**src/rtl/elevator_call_scheduler.sv**
```systemverilog
// elevator_call_scheduler: sticky call capture, SCAN target selection and a watchdog-guarded move handshake for a 3-floor car
module elevator_call_scheduler #(
  parameter int SERVE_TIMEOUT = 64,
  parameter int TMR_W = 7
) (
  input  logic       clk,
  input  logic       rst,
  input  logic       ground_flr_up_btn,
  input  logic       first_flr_up_btn,
  input  logic       first_flr_dwn_btn,
  input  logic       second_flr_dwn_btn,
  input  logic       go_to_ground_flr,
  input  logic       go_to_first_flr,
  input  logic       go_to_second_flr,
  input  logic [1:0] car_flr,
  output logic       cmd_valid,
  output logic [1:0] cmd_flr,
  input  logic       cmd_ready,
  input  logic       car_done,
  output logic [6:0] pending,
  output logic       dir_up,
  output logic       idle,
  output logic       fault
);
  typedef enum logic [2:0] {IDLE, SELECT, ISSUE, SERVE, CLEAR} state_t;
  state_t state_q, state_d;
  logic [6:0] btn, prev_q, pending_q, pending_d, clr, hu_m, hd_m, car_m;
  logic [2:0] r;
  logic [1:0] flr_q, flr_d, up_f, dn_f;
  logic dir_q, dir_d, fault_q, fault_d, up_hit, dn_hit, beyond;
  logic [TMR_W-1:0] tmr_q, tmr_d;
  assign btn = {go_to_second_flr, go_to_first_flr, go_to_ground_flr, second_flr_dwn_btn,
                first_flr_dwn_btn, first_flr_up_btn, ground_flr_up_btn};
  assign r = {pending_q[3] | pending_q[6], pending_q[1] | pending_q[2] | pending_q[5], pending_q[0] | pending_q[4]};
  assign hu_m = flr_q == 2'd0 ? 7'b0000001 : flr_q == 2'd1 ? 7'b0000010 : 7'b0;
  assign hd_m = flr_q == 2'd1 ? 7'b0000100 : flr_q == 2'd2 ? 7'b0001000 : 7'b0;
  assign car_m = 7'b0010000 << flr_q;
  // Nearest request above/below the car, and whether anything lies past the served floor
  always_comb begin
    up_hit = 1'b0;
    dn_hit = 1'b0;
    up_f = 2'd0;
    dn_f = 2'd0;
    beyond = 1'b0;
    for (int f = 2; f >= 0; f--)
      if (r[f] && f > int'(car_flr)) begin
        up_hit = 1'b1;
        up_f = 2'(f);
      end
    for (int f = 0; f < 3; f++) begin
      if (r[f] && f < int'(car_flr)) begin
        dn_hit = 1'b1;
        dn_f = 2'(f);
      end
      if (r[f] && (dir_q ? f > int'(flr_q) : f < int'(flr_q))) beyond = 1'b1;
    end
  end
  always_comb begin
    state_d = state_q;
    flr_d = flr_q;
    dir_d = dir_q;
    fault_d = fault_q;
    tmr_d = tmr_q;
    clr = 7'b0;
    case (state_q)
      IDLE: if (|pending_q) state_d = SELECT;
      SELECT:
        if (car_flr != 2'd3) begin
          state_d = ISSUE;
          if (dir_q ? up_hit : dn_hit) flr_d = dir_q ? up_f : dn_f;
          else if (dir_q ? dn_hit : up_hit) begin
            dir_d = !dir_q;
            flr_d = dir_q ? dn_f : up_f;
          end else if (r[car_flr]) flr_d = car_flr;
          else state_d = IDLE;
        end
      ISSUE:
        if (cmd_ready) begin
          state_d = SERVE;
          tmr_d = '0;
        end
      SERVE:
        if (car_done) state_d = CLEAR;
        else if (tmr_q == TMR_W'(SERVE_TIMEOUT - 1)) begin
          fault_d = 1'b1;
          state_d = ISSUE;
        end else tmr_d = tmr_q + TMR_W'(1);
      CLEAR: begin
        clr = car_m | (dir_q ? hu_m : hd_m) | (beyond ? 7'b0 : (dir_q ? hd_m : hu_m));
        dir_d = beyond ? dir_q : !dir_q;
        state_d = SELECT;
      end
      default: state_d = IDLE;
    endcase
    pending_d = (pending_q & ~clr) | (btn & ~prev_q);
  end
  always_ff @(posedge clk) begin
    if (rst) begin
      state_q <= IDLE;
      prev_q <= '0;
      pending_q <= '0;
      flr_q <= '0;
      dir_q <= 1'b1;
      fault_q <= 1'b0;
      tmr_q <= '0;
    end else begin
      state_q <= state_d;
      prev_q <= btn;
      pending_q <= pending_d;
      flr_q <= flr_d;
      dir_q <= dir_d;
      fault_q <= fault_d;
      tmr_q <= tmr_d;
    end
  end
  assign cmd_valid = state_q == ISSUE;
  assign cmd_flr = flr_q;
  assign pending = pending_q;
  assign dir_up = dir_q;
  assign idle = state_q == IDLE;
  assign fault = fault_q;
endmodule

```
**config.mk**
```make
export PLATFORM = sky130hd
export DESIGN_NAME = elevator_call_scheduler
export DESIGN_NICKNAME = d
export VERILOG_FILES = /design/src/rtl/elevator_call_scheduler.sv
export SDC_FILE = /design/constraint.sdc
export NUM_CORES = 1
export LEC_CHECK = 0
export CAP_MARGIN = 0
export CORE_ASPECT_RATIO = 1.25
export CORE_MARGIN = 2
export CORE_UTILIZATION = 54
export DETAILED_ROUTE_END_ITERATION = 7
export GPL_TIMING_DRIVEN = 0
export PLACE_DENSITY = 0.83
export REMOVE_ABC_BUFFERS = 1
export SETUP_SLACK_MARGIN = 0.5
export SYNTH_ARGS = -nofsm -noshare
export SYNTH_HDL_FRONTEND = slang
export SYNTH_SLANG_ARGS = --single-unit
```
**constraint.sdc**
```tcl
create_clock -name clk -period 3.9 [get_ports clk]
set_input_delay 0.78 -clock clk [delete_from_list [all_inputs] [get_ports clk]]
set_output_delay 0.78 -clock clk [all_outputs]
set_load 0.01 [all_outputs]
```
==> impl_metrics.csv, run 1 <==
group,metric,value,unit
outcome,status,"completed",
global_routing,antenna_found_initial,0,
logic_synthesis,syn_inst,163,
clock_network,cts_made_buffers,3,
setup_path,critPathMaxStageDelay,0.60,ns
sta,slew_headroom,46.8,%
setup_path,worstPathCellList,"nor3b_2, clkdlybuf4s50_1",
layout,final_common_cell,"dfxtp_1",
clock_network,cts_buffer_depth,2,
clock_network,cts-hold-fix-buffers,0,
sta,fin_crit_sh,65.5,%
clock_network,cts_sinks,28,
global_routing,grt_pass1_wl,4880,um
setup_path,required,3.12,ns
power_and_ir_drop,powerDensity,390,nW/um^2
sta,grt_setup_unrepaired,"false",
setup_path,critical_path.slowest_cell,"clkdlybuf4s50_1",
routing,dr.pass1.iters,4,
setup_path,cp-end-kind,"output pin",
global_routing,grt_max_degree,24,
routing,wl,2900,um
sta,maxSlewViolCount,0,
clock_network,insertion_delay,0.32,ns
clock_network,cts_setup_buffers,0,
sta,fmax,0.392,GHz
die,die-area,2920,sq um
run,drv_cap,0,
routing,route.antenna.remaining_nets,0,
routing,drc,0,
clock_network,h-tree-depth,1,
logic_synthesis,async_reset_ff_share,0,%
placement,port_buffers,25,
die,rows,20,
die,io_pins,26,
placement,dpl.hpwl,2170,um
routing,num_vias,1273,
clock_network,tritoncts,"yes",
layout,nNetsFinal,199,
die,coreArea,2400,sq um
setup_path,arrival,1.77,ns
layout,antenna_cells,0,
setup_path,startpoint_type,"flop",
logic_synthesis,seq_area_frac_synth,41.4,%
layout,area_delta_synth_final,21.2,%
logic_synthesis,synth_area_leaders,"dfxtp_1, a21oi_1, nor2_1",
logic_synthesis,synth_warnings,0,
logic_synthesis,syn_area_per_cell,8.30,sq um
layout,drive_above_1_share,5.98,%
layout,final_cell_mix,"dfxtp_1, clkdlybuf4s50_1, nor2_1",
logic_synthesis,synthDistinctLibCells,46,
sta,fin_tns_setup,0,ns
sta,report.final.hold_viol_count,0,
global_routing,grt_usage,21.2,%
sta,finClkSkew,0.00768,ns
global_routing,grt_pass1_vias,1116,
logic_synthesis,synth_top_cell_by_area,"dfxtp_1",
power_and_ir_drop,ir_worst_vdd,0.286,mV
clock_network,cts_resized,0,
die,die_x,48.8,um
sta,setup_violations,0,
logic_synthesis,syn-cell-area,1350,sq um
placement,gp_congestion,0.948,
sta,period_needed,2.55,ns
logic_synthesis,synth-main-ff-cell,"dfxtp_1",
routing,vias_per_cell,5.87,
logic_synthesis,synth_edf_count,0,
logic_synthesis,synth_seq_cells,28,
layout,fill_cells,212,
clock_network,clk_pin_slew,0.15,ns
die,start_util,56.3,%
setup_path,path_max_fanout,10,
routing,dr.first_iter.drc_count,44,
setup_path,timing_worst_setup_path_type,"flop to output pin",
die,die_h,60.0,um
sta,fin_hold_ws,0.495,ns
setup_path,crit_family,"buffers and inverters",
setup_path,cp_num_buf_inv,1,
power_and_ir_drop,leakagePower,0.590,nW
routing,wire_per_inst,13.4,um
min_path,hold_path_class,"flop to flop",
global_routing,overflow,0,
logic_synthesis,synth.top_cell.area_share,41.4,%
sta,tightest_slew,0.796,ns
clock_network,cts_root_buf,"clkbuf_4",
==> through the flow <==
stage	utilization [%]	std cells	worst slack (ns)	instance area, sq um	total power [mW]
floorplan	-	155	1.96	1310	0.430
global placement	66.7	213	1.36	1600	0.498
detailed placement	66.7	213	1.32	1600	0.504
CTS	68.2	217	1.36	1640	0.641
global route	68.2	217	1.23	1640	0.675
finish	68.2	217	1.35	1640	0.640
==> path summary, 6_finish.rpt <==
check	depth (start not counted)	start	to	slack [ns]
worst min register to register	2	prev_q[2]	pending[2]	0.49
worst max register to register	5	pending[0]	pending[1]	1.91
worst min-delay path	2	prev_q[2]	pending[2]	0.49
worst max-delay path	2	state_q[1]	cmd_valid	1.35
==> worst min-delay path: cells and delay by family, from the launching register on <==
kind	cells	cell delay, ns
compound gates	1	0.05
simple gates	1	0.09
flops	1	0.32
==> power by group <==
group	internal (mW)	leakage, nW	total (mW)	switching [mW]
logic	0.0809	0.338	0.160	0.0788
registers	0.308	0.231	0.340	0.0319
clock network	0.0571	0.0210	0.140	0.0831
total	0.446	0.590	0.640	0.194
==> state kept, by name (all words and copies together) (netlist names) <==
register / cells
cmd_flr: 2
dir_up: 1
fault: 1
pending: 7
prev_q: 7
state_q: 3
tmr_q: 7
==> layout make-up <==
class	instances	area [sq um]	share of cell area [%]
Multi-Input combinational cell	117	713	43.5
Sequential cell	28	561	34.2
Timing Repair Buffer	25	250	15.3
Tap cell	33	41.3	2.52
Inverter	10	37.5	2.29
Clock buffer	4	36.3	2.21
==> cell families (layout without fill, tap and decap cells) <==
kind of cell,Yosys count,in the layout,synth area share (%)
and+or+nand+nor,66,66,26.3
AOI/OAI and AO/OA,46,46,22.9
DFF,28,28,41.4
buffers and inverters,18,39,5.83
xor gates and xnor gates,4,4,2.59
adders and majority gates,1,1,0.925
==> Yosys cell counts (3+ instances only) <==
| master | n |
|---|---|
| a21oi_1 | 17 |
| nand3_1 | 5 |
| nand2_1 | 11 |
| dfxtp_1 | 28 |
| a2111oi_0 | 3 |
| nor2_1 | 18 |
| inv_1 | 10 |
| nor3_1 | 4 |
| o21ai_0 | 8 |
| clkbuf_1 | 5 |
| nor2b_1 | 9 |
| nand4_1 | 3 |
==> layer usage <==
layer | routed length [um] | GRT usage (%)
met2 | 1490 | 39.9
met3 | 148 | 3.50
met4 | 44 | 7.35
met1 | 1220 | 24.3
met5 | 0 | 0
(Power assumes the default switching activity.)
==> run 2, diff against run 1 <==
Settings changed: CORE_UTILIZATION 54 to 45, PLACE_DENSITY 0.83 to 0.74.
Clock period 3.9 ns to 2.3 ns, I/O delays scaled along.
==> run 2 against run 1 <==
Flip-flop and latch count is the same. First-iteration DRC count shrank 16%. Clock-buffer cell count shrank 1. Clock skew shrank 0.0022 ns.
==> impl_metrics.csv, run 2 (same netlist as run 1, synthesis figures left out) <==
group,metric,value,unit
die,die-area,3460,sq um
global_routing,antenna_found_initial,0,
layout,drive_above_1_share,15.3,%
setup_path,critPathMaxStageDelay,0.50,ns
setup_path,rrSetupSlack,0.56,ns
sta,grt_setup_unrepaired,"true",
sta,slew_headroom,45.2,%
die,coreArea,2890,sq um
setup_path,cp-end-kind,"flop",
clock_network,cts-hold-fix-buffers,0,
global_routing,grt_pass1_wl,5110,um
power_and_ir_drop,powerDensity,633,nW/um^2
die,die_h,65.3,um
setup_path,crit_family,"simple AND/OR/NAND/NOR gates",
setup_path,worstPathCellList,"clkdlybuf4s50_1, and4bb_2, o21a_4, nor2_2, or4b_1, a21oi_1",
die,rows,22,
global_routing,overflow,0,
sta,period_needed,1.81,ns
routing,dr.max_layer_used,"met4",
routing,wl_met2,1620,um
global_routing,grt_pass1_vias,1240,
sta,maxSlewViolCount,0,
clock_network,clk_pin_slew,0.14,ns
routing,vias_per_cell,5.71,
clock_network,cts_sinks,28,
power_and_ir_drop,ir_worst_vdd,0.409,mV
setup_path,timing_worst_setup_path_type,"primary input to flop",
placement,dpl.hpwl,2200,um
routing,route.antenna.remaining_nets,0,
sta,fin_hold_ws,0.493,ns
layout,final_util,59.8,%
min_path,hold_path_class,"flop to flop",
routing,wl,3140,um
clock_network,cts_root_buf,"clkbuf_4",
setup_path,path_max_fanout,3,
sta,setup_violations,0,
routing,dr.pass1.iters,4,
sta,report.final.hold_viol_count,0,
die,die_x,53.0,um
setup_path,arrival,2.07,ns
outcome,status,"completed",
layout,final_common_cell,"dfxtp_1",
sta,finClkSkew,0.00552,ns
clock_network,tritoncts,"yes",
routing,wl_met1,1330,um
setup_path,required,2.56,ns
power_and_ir_drop,total_power,1.09,mW
setup_path,cp_num_buf_inv,1,
sta,tightest_slew,0.822,ns
sta,fmax,0.551,GHz
clock_network,h-tree-depth,1,
global_routing,grt_max_degree,24,
clock_network,cts_buffer_depth,2,
layout,nNetsFinal,206,
run,drv_cap,0,
placement,port_buffers,25,
routing,drc,0,
placement,place_area,1610,sq um
placement,gp_congestion,0.873,
setup_path,startpoint_type,"primary input",
routing,dr.first_iter.drc_count,37,
die,io_pins,26,
layout,antenna_cells,0,
clock_network,insertion_delay,0.32,ns
layout,final_area,1730,sq um
die,start_util,46.8,%
setup_path,critical_path.slowest_cell,"or4b_1",
power_and_ir_drop,leakagePower,0.649,nW
routing,num_vias,1291,
layout,area_delta_synth_final,27.8,%
layout,final_cell_mix,"dfxtp_1, clkdlybuf4s50_1, nor2_1, a21oi_1, nand2_1",
routing,wire_per_inst,13.9,um
routing,wl_met3,126,um
clock_network,cts_made_buffers,3,
sta,fin_crit_sh,78.9,%
global_routing,grt_usage,19.1,%
[run 2: path summary, 6_finish.rpt]
kind / startpoint / endpoint / depth (start not counted)
hold / removal: tmr_q[6] / tmr_q[6] / 1
hold reg to reg: tmr_q[6] / tmr_q[6] / 1
setup / recovery: car_done / tmr_q[1] / 6
setup reg to reg: pending[1] / dir_up / 5
[run 2: through the flow]
stage	setup slack, ns	TNS (ns)	instances
floorplan	0.591	0	155
global placement	0.0400	0	216
detailed placement	-0.0826	-0.0826	216
CTS	0.460	0	222
global route	0.406	0	226
finish	0.486	0	226
[run 2: area by class of cell]
cell class | instances | area, sq um
Clock buffer | 3 | 22.5
Fill cell | 260 | 1160
Inverter | 10 | 37.5
Multi-Input combinational cell | 117 | 749
Sequential cell | 28 | 573
Tap cell | 36 | 45.0
Timing Repair Buffer | 32 | 302
[run 2: what timing repair did]
item,CTS,global route
pin swaps,2,2
setup buffers,3,4
setup endpoints to repair,8,9
gates resized for setup,12,9
[run 2: metal layers]
metal | global-route usage [%] | vias to the layer above
met5 | 0 | -
met4 | 9.29 | 0
met3 | 2.27 | 6
met2 | 33.8 | 30
met1 | 22.2 | 613
li1 | - | 642
[run 2: where the power goes]
part           leakage (nW)  internal [mW]  total, mW  switching, mW
registers             0.233          0.529      0.583         0.0543
clock network        0.0138         0.0613      0.197          0.136
logic                 0.402          0.161      0.314          0.153
==> run 3, diff against run 2 <==
Settings changed: CORE_UTILIZATION 45 to 50, PLACE_DENSITY 0.74 to 0.77.
Clock period 2.3 ns to 1.9 ns, I/O delays scaled along.
==> run 3 against run 2 <==
Total power rose by 53%. Critical path depth stayed put. Register-to-register slack worse by 0.31 ns. Highest routed layer unchanged. Core utilization is 22 points higher. Wire length is 51% higher. Non-clock buffer count increased by 26. Cell count rose by 11%.
==> impl_metrics.csv, run 3 (same netlist as run 1, synthesis figures left out) <==
group,metric,value,unit
outcome,status,"completed",
routing,route.antenna.remaining_nets,0,
die,die-area,3140,sq um
die,rows,21,
sta,fin_crit_sh,86.8,%
die,io_pins,26,
die,start_util,51.5,%
die,coreArea,2630,sq um
placement,dpl.hpwl,2100,um
sta,finClkSkew,0.0167,ns
routing,wire_per_inst,18.8,um
setup_path,crit_path_end,"dir_up",
clock_network,tritoncts,"yes",
die,die_h,62.2,um
global_routing,grt_usage,26.2,%
setup_path,r2r_end,"dir_up",
layout,final_common_cell,"buf_4",
routing,wl,4730,um
routing,drc,0,
sta,slew_headroom,60.0,%
routing,dr.pass1.iters,4,
clock_network,cts_root_buf,"clkbuf_4",
sta,grt_setup_unrepaired,"true",
setup_path,r2r_cells,6,
layout,antenna_cells,0,
clock_network,insertion_delay,0.34,ns
clock_network,clk_pin_slew,0.16,ns
setup_path,critical_path.slowest_cell,"a2111oi_0",
sta,maxSlewViolCount,0,
routing,vias_per_cell,6.09,
die,die_x,50.5,um
clock_network,h-tree-depth,1,
global_routing,grt_pass1_vias,1419,
setup_path,critPathMaxStageDelay,0.54,ns
setup_path,path_max_fanout,7,
setup_path,worstPathCellList,"nor2_4, buf_4, a2111oi_0, a41oi_1, a21oi_1, a311oi_1",
placement,port_buffers,25,
global_routing,grt_max_degree,24,
layout,final_cell_mix,"buf_4, nor2_1, a21oi_1",
sta,report.final.hold_viol_count,0,
clock_network,cts_buffer_depth,2,
sta,tightest_slew,0.585,ns
global_routing,grt_pass1_wl,6410,um
layout,nNetsFinal,232,
setup_path,cp-end-kind,"flop",
clock_network,cts-hold-fix-buffers,0,
layout,area_delta_synth_final,59.6,%
setup_path,path_depth,6,
routing,num_vias,1529,
setup_path,startpoint,"pending[6]",
global_routing,antenna_found_initial,0,
placement,gp_congestion,0.861,
routing,dr.first_iter.drc_count,60,
sta,fmax,0.607,GHz
power_and_ir_drop,leakagePower,0.843,nW
sta,fin_tns_setup,0,ns
setup_path,crit_family,"compound AO/OA/AOI/OAI gates",
sta,setup_violations,0,
setup_path,startpoint_type,"flop",
min_path,hold_path_class,"primary input to flop",
power_and_ir_drop,ir_worst_vdd,0.771,mV
clock_network,cts_sinks,28,
setup_path,cp_num_buf_inv,1,
setup_path,arrival,1.86,ns
sta,period_needed,1.65,ns
setup_path,timing_worst_setup_path_type,"flop to flop",
setup_path,required,2.11,ns
clock_network,cts_made_buffers,3,
min_path,hold_path.startpoint,"car_done",
setup_path,rrSetupSlack,0.25,ns
global_routing,overflow,0,
power_and_ir_drop,total_power,1.67,mW
run,drv_cap,0,
layout,drive_above_1_share,41.9,%
power_and_ir_drop,powerDensity,774,nW/um^2
setup_path,r2r_start,"pending[6]",
-- run 3: cell types whose count changed in the layout (fill, tap and decap cells not counted), sizes merged --
cell           previous run  this run
buf                       7        35
bufinv                    0         1
clkbuf                    3         6
clkdlybuf4s15             0         4
clkdlybuf4s50            21         8
clkinvlp                  0         1
dlygate4sd2               3         7
inv                      10         9
-- run 3: worst register-to-register path, stage by stage (launching register included) --
cell and delay [ns]:
dfxtp_4 0.41, nor2_4 0.06, buf_4 0.15, a2111oi_0 0.54
a41oi_1 0.12, a21oi_1 0.18, a311oi_1 0.06
-- run 3: through the flow --
step | instances | setup slack (ns) | area (sq um) | hold WS (ns) | util, %
6_report | 251 | 0.251 | 2160 | 0.461 | 82.1
3_5_place_dp | 214 | -0.327 | 1600 | 0.459 | 61.0
3_3_place_gp | 214 | -0.238 | 1600 | 0.453 | 61.0
5_1_grt | 251 | 0.169 | 2160 | 0.441 | 82.1
2_1_floorplan | 155 | 0.191 | 1310 | 0.443 | -
4_1_cts | 236 | 0.255 | 1930 | 0.447 | 73.6
-- run 3: power by group --
part | switching (mW) | internal, mW | total [mW] | leakage, nW
sequential | 0.0474 | 0.637 | 0.685 | 0.240
combinational | 0.314 | 0.280 | 0.594 | 0.575
clock | 0.179 | 0.214 | 0.392 | 0.0279
-- run 3: timing repair --
action                                  4_1_cts  5_1_grt
resized for setup                            73       37
hold endpoints to repair                      0        0
pin swaps                                    12       16
endpoints found under the setup margin       28       26
buffers inserted                             18       15
-- run 3: layer usage --
layer  wire (um)  vias up  global-route usage [%]
met5           0        -                       0
met4         243        0                    15.9
met3         211       28                    2.88
met2        2530       72                    46.5
met1        1740      731                    28.8
li1            -      698                       -
-- run 3: worst min-delay path by stage --
| stage | endpoint | slack (ns) | cells after the start |
|---|---|---|---|
| floorplan | tmr_q[1] | 0.44 | 2 |
| global placement | pending[6] | 0.45 | 2 |
| global route | state_q[2] | 0.44 | 2 |
| finish | state_q[2] | 0.46 | 2 |
| CTS | state_q[2] | 0.45 | 2 |
| detailed placement | pending[6] | 0.46 | 2 |
-- run 3: layout make-up --
cell class / instances / area, sq um
multi-input combinational: 117 / 925
sequential: 28 / 616
inverter: 10 / 41.3
clock inverter: 1 / 30.0
clock buffer: 3 / 22.5
fill: 156 / 469
timing repair buffer: 58 / 482
tap: 34 / 42.5
